`src/rtl/rv32_mem_arbiter_if.sv`:
```
// Core-side request/response ports plus the shared memory bus, seen from the arbiter
// (slave) and from the requesters/memory around it (master).
interface rv32_mem_arbiter_if #(
  parameter int unsigned ADDR_W = 32,
  parameter int unsigned DATA_W = 32
);
  localparam int unsigned BE_W = DATA_W / 8;

  logic              instr_req_valid;
  logic [ADDR_W-1:0] instr_req_addr;
  logic              instr_done;
  logic [DATA_W-1:0] instr_rdata;

  logic              data_req_valid;
  logic              data_req_we;
  logic [ADDR_W-1:0] data_req_addr;
  logic [DATA_W-1:0] data_req_wdata;
  logic [BE_W-1:0]   data_req_be;
  logic              data_done;
  logic [DATA_W-1:0] data_rdata;

  logic              mem_req_valid;
  logic              mem_req_ready;
  logic              mem_req_we;
  logic [ADDR_W-1:0] mem_req_addr;
  logic [DATA_W-1:0] mem_req_wdata;
  logic [BE_W-1:0]   mem_req_be;
  logic              mem_resp_valid;
  logic [DATA_W-1:0] mem_resp_data;

  modport slave (
    input  instr_req_valid, instr_req_addr,
    output instr_done, instr_rdata,
    input  data_req_valid, data_req_we, data_req_addr, data_req_wdata, data_req_be,
    output data_done, data_rdata,
    output mem_req_valid, mem_req_we, mem_req_addr, mem_req_wdata, mem_req_be,
    input  mem_req_ready, mem_resp_valid, mem_resp_data
  );

  modport master (
    output instr_req_valid, instr_req_addr,
    input  instr_done, instr_rdata,
    output data_req_valid, data_req_we, data_req_addr, data_req_wdata, data_req_be,
    input  data_done, data_rdata,
    input  mem_req_valid, mem_req_we, mem_req_addr, mem_req_wdata, mem_req_be,
    output mem_req_ready, mem_resp_valid, mem_resp_data
  );
endinterface

```
`src/rtl/rv32_mem_arbiter.sv`:
```
// Shares one single-ported memory bus between instruction fetch and data accesses.
// Data wins ties; a grant streak counter lets fetch through after MAX_DATA_BURST data grants.
module rv32_mem_arbiter #(
  parameter int unsigned ADDR_W         = 32,
  parameter int unsigned DATA_W         = 32,
  parameter int unsigned MAX_DATA_BURST = 4
) (
  input  logic                clk,
  input  logic                resetn,
  rv32_mem_arbiter_if.slave   bus
);
  localparam int unsigned BE_W     = DATA_W / 8;
  localparam int unsigned STREAK_W = 4;
  localparam logic [STREAK_W-1:0] STREAK_MAX = '1;
  localparam logic [STREAK_W-1:0] BURST_LIM  = STREAK_W'(MAX_DATA_BURST);

  typedef enum logic [1:0] {S_IDLE, S_ISSUE, S_WAIT, S_DONE} state_t;

  typedef struct packed {
    logic              we;
    logic [ADDR_W-1:0] addr;
    logic [DATA_W-1:0] wdata;
    logic [BE_W-1:0]   be;
  } mem_req_t;

  state_t                r_state;
  state_t                w_state_nxt;
  logic                  r_owner_data;
  logic [STREAK_W-1:0]   r_streak;
  mem_req_t              r_req;
  mem_req_t              w_req_sel;
  logic                  r_req_valid;
  logic                  r_instr_done;
  logic                  r_data_done;
  logic [DATA_W-1:0]     r_instr_rdata;
  logic [DATA_W-1:0]     r_data_rdata;
  logic                  w_grant_data;
  logic                  w_grant_instr;

  // Data wins unless fetch has already waited out a full data burst
  assign w_grant_data  = bus.data_req_valid && (!bus.instr_req_valid || (r_streak != BURST_LIM));
  assign w_grant_instr = bus.instr_req_valid && !w_grant_data;

  always_comb begin
    w_req_sel      = '0;
    w_req_sel.addr = bus.instr_req_addr;
    if (w_grant_data) begin
      w_req_sel.we    = bus.data_req_we;
      w_req_sel.addr  = bus.data_req_addr;
      w_req_sel.wdata = bus.data_req_wdata;
      w_req_sel.be    = bus.data_req_be;
    end
  end

  always_ff @(posedge clk) begin
    if (!resetn) r_state <= S_IDLE;
    else         r_state <= w_state_nxt;
  end

  always_comb begin
    w_state_nxt = r_state;
    case (r_state)
      S_IDLE:  if (w_grant_data || w_grant_instr) w_state_nxt = S_ISSUE;
      S_ISSUE: if (bus.mem_req_ready)             w_state_nxt = S_WAIT;
      S_WAIT:  if (bus.mem_resp_valid)            w_state_nxt = S_DONE;
      S_DONE:                                     w_state_nxt = S_IDLE;
      default:                                    w_state_nxt = S_IDLE;
    endcase
  end

  // Request latch, streak tracking and response capture
  always_ff @(posedge clk) begin
    if (!resetn) begin
      r_owner_data  <= 1'b0;
      r_streak      <= '0;
      r_req         <= '0;
      r_req_valid   <= 1'b0;
      r_instr_done  <= 1'b0;
      r_data_done   <= 1'b0;
      r_instr_rdata <= '0;
      r_data_rdata  <= '0;
    end else begin
      r_instr_done <= 1'b0;
      r_data_done  <= 1'b0;
      case (r_state)
        S_IDLE: begin
          if (w_grant_data || w_grant_instr) begin
            r_owner_data <= w_grant_data;
            r_req        <= w_req_sel;
            r_req_valid  <= 1'b1;
            if (w_grant_data && bus.instr_req_valid)
              r_streak <= (r_streak == STREAK_MAX) ? r_streak : r_streak + STREAK_W'(1);
            else
              r_streak <= '0;
          end
        end
        S_ISSUE: begin
          if (bus.mem_req_ready) r_req_valid <= 1'b0;
        end
        S_WAIT: begin
          if (bus.mem_resp_valid) begin
            if (r_owner_data) begin
              r_data_done <= 1'b1;
              if (!r_req.we) r_data_rdata <= bus.mem_resp_data;
            end else begin
              r_instr_done  <= 1'b1;
              r_instr_rdata <= bus.mem_resp_data;
            end
          end
        end
        default: ;
      endcase
    end
  end

  assign bus.mem_req_valid = r_req_valid;
  assign bus.mem_req_we    = r_req.we;
  assign bus.mem_req_addr  = r_req.addr;
  assign bus.mem_req_wdata = r_req.wdata;
  assign bus.mem_req_be    = r_req.be;
  assign bus.instr_done    = r_instr_done;
  assign bus.instr_rdata   = r_instr_rdata;
  assign bus.data_done     = r_data_done;
  assign bus.data_rdata    = r_data_rdata;
endmodule

```
`src/flat_wrapper.sv`:
```
// flat-port wrapper written by rule: the top's interface ports become plain ports
module rv32_mem_arbiter_flat 
#(
  parameter int unsigned ADDR_W         = 32,
  parameter int unsigned DATA_W         = 32,
  parameter int unsigned MAX_DATA_BURST = 4
)
  (clk, resetn, bus_instr_req_valid, bus_instr_req_addr, bus_instr_done, bus_instr_rdata, bus_data_req_valid, bus_data_req_we, bus_data_req_addr, bus_data_req_wdata, bus_data_req_be, bus_data_done, bus_data_rdata, bus_mem_req_valid, bus_mem_req_we, bus_mem_req_addr, bus_mem_req_wdata, bus_mem_req_be, bus_mem_req_ready, bus_mem_resp_valid, bus_mem_resp_data);
  rv32_mem_arbiter_if #(.ADDR_W(ADDR_W), .DATA_W(DATA_W)) bus_i ();
  input  logic clk;
  input  logic resetn;
  input wire logic [$bits(bus_i.instr_req_valid)-1:0] bus_instr_req_valid;
  input wire logic [$bits(bus_i.instr_req_addr)-1:0] bus_instr_req_addr;
  output wire logic [$bits(bus_i.instr_done)-1:0] bus_instr_done;
  output wire logic [$bits(bus_i.instr_rdata)-1:0] bus_instr_rdata;
  input wire logic [$bits(bus_i.data_req_valid)-1:0] bus_data_req_valid;
  input wire logic [$bits(bus_i.data_req_we)-1:0] bus_data_req_we;
  input wire logic [$bits(bus_i.data_req_addr)-1:0] bus_data_req_addr;
  input wire logic [$bits(bus_i.data_req_wdata)-1:0] bus_data_req_wdata;
  input wire logic [$bits(bus_i.data_req_be)-1:0] bus_data_req_be;
  output wire logic [$bits(bus_i.data_done)-1:0] bus_data_done;
  output wire logic [$bits(bus_i.data_rdata)-1:0] bus_data_rdata;
  output wire logic [$bits(bus_i.mem_req_valid)-1:0] bus_mem_req_valid;
  output wire logic [$bits(bus_i.mem_req_we)-1:0] bus_mem_req_we;
  output wire logic [$bits(bus_i.mem_req_addr)-1:0] bus_mem_req_addr;
  output wire logic [$bits(bus_i.mem_req_wdata)-1:0] bus_mem_req_wdata;
  output wire logic [$bits(bus_i.mem_req_be)-1:0] bus_mem_req_be;
  input wire logic [$bits(bus_i.mem_req_ready)-1:0] bus_mem_req_ready;
  input wire logic [$bits(bus_i.mem_resp_valid)-1:0] bus_mem_resp_valid;
  input wire logic [$bits(bus_i.mem_resp_data)-1:0] bus_mem_resp_data;
  assign bus_i.instr_req_valid = bus_instr_req_valid;
  assign bus_i.instr_req_addr = bus_instr_req_addr;
  assign bus_instr_done = bus_i.instr_done;
  assign bus_instr_rdata = bus_i.instr_rdata;
  assign bus_i.data_req_valid = bus_data_req_valid;
  assign bus_i.data_req_we = bus_data_req_we;
  assign bus_i.data_req_addr = bus_data_req_addr;
  assign bus_i.data_req_wdata = bus_data_req_wdata;
  assign bus_i.data_req_be = bus_data_req_be;
  assign bus_data_done = bus_i.data_done;
  assign bus_data_rdata = bus_i.data_rdata;
  assign bus_mem_req_valid = bus_i.mem_req_valid;
  assign bus_mem_req_we = bus_i.mem_req_we;
  assign bus_mem_req_addr = bus_i.mem_req_addr;
  assign bus_mem_req_wdata = bus_i.mem_req_wdata;
  assign bus_mem_req_be = bus_i.mem_req_be;
  assign bus_i.mem_req_ready = bus_mem_req_ready;
  assign bus_i.mem_resp_valid = bus_mem_resp_valid;
  assign bus_i.mem_resp_data = bus_mem_resp_data;
  rv32_mem_arbiter #(.ADDR_W(ADDR_W), .DATA_W(DATA_W), .MAX_DATA_BURST(MAX_DATA_BURST)) u_core (.clk(clk), .resetn(resetn), .bus(bus_i));
endmodule
```
`config.mk`:
```
export PLATFORM = sky130hd
export DESIGN_NAME = rv32_mem_arbiter_flat
export DESIGN_NICKNAME = d
export VERILOG_FILES = /design/src/rtl/rv32_mem_arbiter_if.sv /design/src/rtl/rv32_mem_arbiter.sv /design/src/flat_wrapper.sv
export SDC_FILE = /design/constraint.sdc
export NUM_CORES = 1
export LEC_CHECK = 0
export BUFFER_PORTS_ARGS = -buffer_cell sky130_fd_sc_hd__clkbuf_2
export CAP_MARGIN = 20
export CORE_UTILIZATION = 51
export CTS_BUF_LIST = sky130_fd_sc_hd__clkbuf_2 sky130_fd_sc_hd__clkbuf_4 sky130_fd_sc_hd__clkbuf_8
export CTS_CLUSTER_DIAMETER = 100
export DETAILED_ROUTE_END_ITERATION = 16
export PLACE_DENSITY = 0.88
export SYNTH_ARGS = -nofsm -noshare
export SYNTH_HDL_FRONTEND = slang
export SYNTH_SLANG_ARGS = --single-unit
```
`constraint.sdc`:
```
create_clock -name clk -period 3.9 [get_ports clk]
set_input_delay 0.195 -clock clk [delete_from_list [all_inputs] [get_ports clk]]
set_output_delay 0.195 -clock clk [all_outputs]
set_load 0.02 [all_outputs]
```
==> results.yml <==
layout:
  postLayoutCoreUtil_pct: 77.23
  drive_above_1_share_pct: 33.83
  syn_to_final_growth_pct: 44.99
  final_common_cell: "clkbuf_2"
  most-common-layout-cells: "clkbuf_2, dfxtp_1, nand2_1"
  fin_area_um2: 8080
  fill_cells: 735
  nets: 1075
worst_setup_path:
  worst_setup_path_start_kind: "register"
  endpoint_kind: "register"
  cpMaxStageDelayCell: "and3b_1"
  required_ns: 4.25
  cpPeakStageDelay_ns: 0.92
  worstSetupPathType: "reg2reg"
  critPathBufInv: 2
  crit_family: "simple AND/OR/NAND/NOR gates"
  cp_cell_sequence: "inv_1, ha_1, and3b_1, buf_4, nand2_1, a21boi_0"
  cp-startpoint: "u_core.r_state[0]"
  crit_path_max_fanout: 27
  timing.rr.start: "u_core.r_state[0]"
  critPathArrivalTime_ns: 2.58
drt:
  via_per_inst: 5.610
  drt_wl_total_um: 18990
  wire_per_inst_um: 17.58
  via_count: 6059
  drt_iter0_markers: 478
  antenna_left: 0
  drc: 0
  dr.pass1.iters: 7
synth:
  yosysUniqueCellTypes: 38
  synth_mux_area_share_pct: 0.5388
  ys.flop_type: "dfxtp_1"
  synth_compound_gate_area_share_pct: 28.63
  syn_avg_cell_area_um2: 9.062
  synthesis.area_um2: 5573
  synth-seq-area-share_pct: 51.37
  synth_edf_count: 0
  yosys.area_share.simple_pct: 12.57
  synthXorXnorAreaFrac_pct: 0
  synthesis.nets: 760
  synthAdderAreaFrac_pct: 1.347
  synth_top_family_by_area: "compound AO/OA/AOI/OAI gates"
  synth_seq_cells: 143
  syn_inst: 615
  yosys_warnings: 0
  synth-async-reset-ratio_pct: 0
die:
  start_util_pct: 53.26
  fp-row-count: 37
  io_pins: 275
  die_w_um: 106.5
  die_y_um: 106.5
  die_area_um2: 11350
  core_um2: 10460
grt:
  grt_util_met3_pct: 8.216
  grt_util_met1_pct: 34.66
  grt_pass1_wl_um: 28860
  grt_usage_pct: 32.23
  use_met2_pct: 59.60
  busiest_layer: "met2"
  grt_overflow: 0
  first_global_vias: 5871
  grt_max_degree: 85
  antenna_found_initial: 1
clocking:
  cts_buffers: 17
  clk_pin_slew_ns: 0.09
  tritoncts: "built"
  htreeDepth: 4
  clk_latency_ns: 0.43
  cts.path.max_buffers: 2
  cts.root.buffer_cell: "clkbuf_8"
  post_cts_buffers: 0
  cts_resized: 0
  cts_hold_buf: 68
  clock-sinks: 143
timing:
  hold_viol: 0
  setup_violations: 0
  worst_hold_slack_ns: 0.02089
  fin_ws_ns: 1.671
  slew_headroom_pct: 27.47
  fin_tns_setup_ns: 0
  grt_setup_unrepaired: "no"
  drv_slew: 0
  clock_skew_ns: 0.01951
  timing.fmax_ghz: 0.4487
  worst_pin_slew_ns: 1.088
  finalCritPeriodShare_pct: 57.15
  period_needed_ns: 2.229
pwr:
  ir_worst_vdd_v: 0.0004155
  cellPowerDensity_nw_per_um2: 590.4
  p_leak_nw: 3.595
job:
  drv_cap: 0
place:
  place_ws_ns: 1.716
  portBuffers: 274
  place_area_um2: 6915
  hpwl_um: 10870
  gp_congestion: 0.8051
min_path:
  min_from: "bus_mem_resp_data[2]"
  hold_path.class: "in2reg"
status:
  status: "complete, no violations"
[report_power, final]
part | internal, mW | switching [mW] | leakage (nW)
Sequential | 1.71 | 0.156 | 1.17
Combinational | 0.550 | 0.954 | 2.20
Clock | 0.785 | 0.611 | 0.228
[cell families after synthesis]
family,after synthesis
AND/OR/NAND/NOR,158
flip-flops,143
AO/OA/AOI/OAI,242
buffers and inverters,63
multiplexers,3
adder cells (fa/ha/maj),6
[registers in the layout, indices dropped and copies added, names as in the netlist]
| signal | count |
|---|---|
| u_core.bus.mem_req_valid | 1 |
| u_core.r_state | 2 |
| u_core.bus.instr_done | 1 |
| u_core.r_streak | 4 |
| u_core.bus.mem_req_wdata | 32 |
| u_core.bus.mem_req_we | 1 |
| u_core.bus.data_done | 1 |
| u_core.bus.data_rdata | 32 |
| u_core.r_owner_data | 1 |
| u_core.bus.mem_req_addr | 32 |
| u_core.bus.mem_req_be | 4 |
| u_core.bus.instr_rdata | 32 |
[cell usage after synthesis, drive strengths merged (3+ instances only)]
library cell / n / share of area, %
o21ai: 66 / 6.1
dfxtp: 143 / 51
and2: 4 / 0.45
nand4: 3 / 0.34
nand3b: 3 / 0.40
a22o: 37 / 5.8
nand2: 133 / 9.0
inv: 8 / 0.54
and4: 3 / 0.47
buf: 17 / 2.4
mux2i: 3 / 0.54
a21oi: 34 / 3.1
a21boi: 64 / 8.6
clkbuf: 38 / 2.6
ha: 6 / 1.3
a31oi: 33 / 3.7
[worst min-delay path: cells and delay by family]
family                 cells  cell delay [ns]
buffers and inverters      1             0.09
AO/OA/AOI/OAI              1             0.06
AND/OR/NAND/NOR            1             0.05
[stage by stage]
stage               std cells  total power [mW]
floorplan                 615             2.846
global placement          977             3.259
detailed placement        978             3.296
CTS                      1078             4.726
global route             1080             4.989
finish                   1080             4.770
[final cells by class]
class / instances / area, um^2 / area share, %
diodes: 1 / 2.502 / 0.03097
clock buffers: 18 / 241.5 / 2.989
clock inverters: 14 / 230.2 / 2.849
inverters: 8 / 30.03 / 0.3716
multi-input cells: 409 / 2401 / 29.72
flip-flops and latches: 143 / 2863 / 35.43
well taps: 136 / 170.2 / 2.106
repair buffers: 351 / 2142 / 26.51
[per-layer routing]
| metal | share of wire, % | wire [um] | up-vias |
|---|---|---|---|
| met1 | 37 | 6937 | 2811 |
| met5 | 0 | 0 | - |
| met2 | 52 | 9815 | 391 |
| met4 | 3.2 | 617 | 0 |
| li1 | - | - | 2796 |
| met3 | 8.5 | 1618 | 61 |
[path summary, 6_finish.rpt]
path                            slack [ns]  depth (start not counted)                   endpoint
worst max-delay path                  1.67                          6  u_core.bus.instr_rdata[8]
worst min-delay path                  0.02                          3  u_core.bus.instr_rdata[2]
worst max register to register        1.67                          6  u_core.bus.instr_rdata[8]
worst min register to register        0.47                          2   u_core.bus.data_rdata[2]
Power figures use the tool's default switching activity.
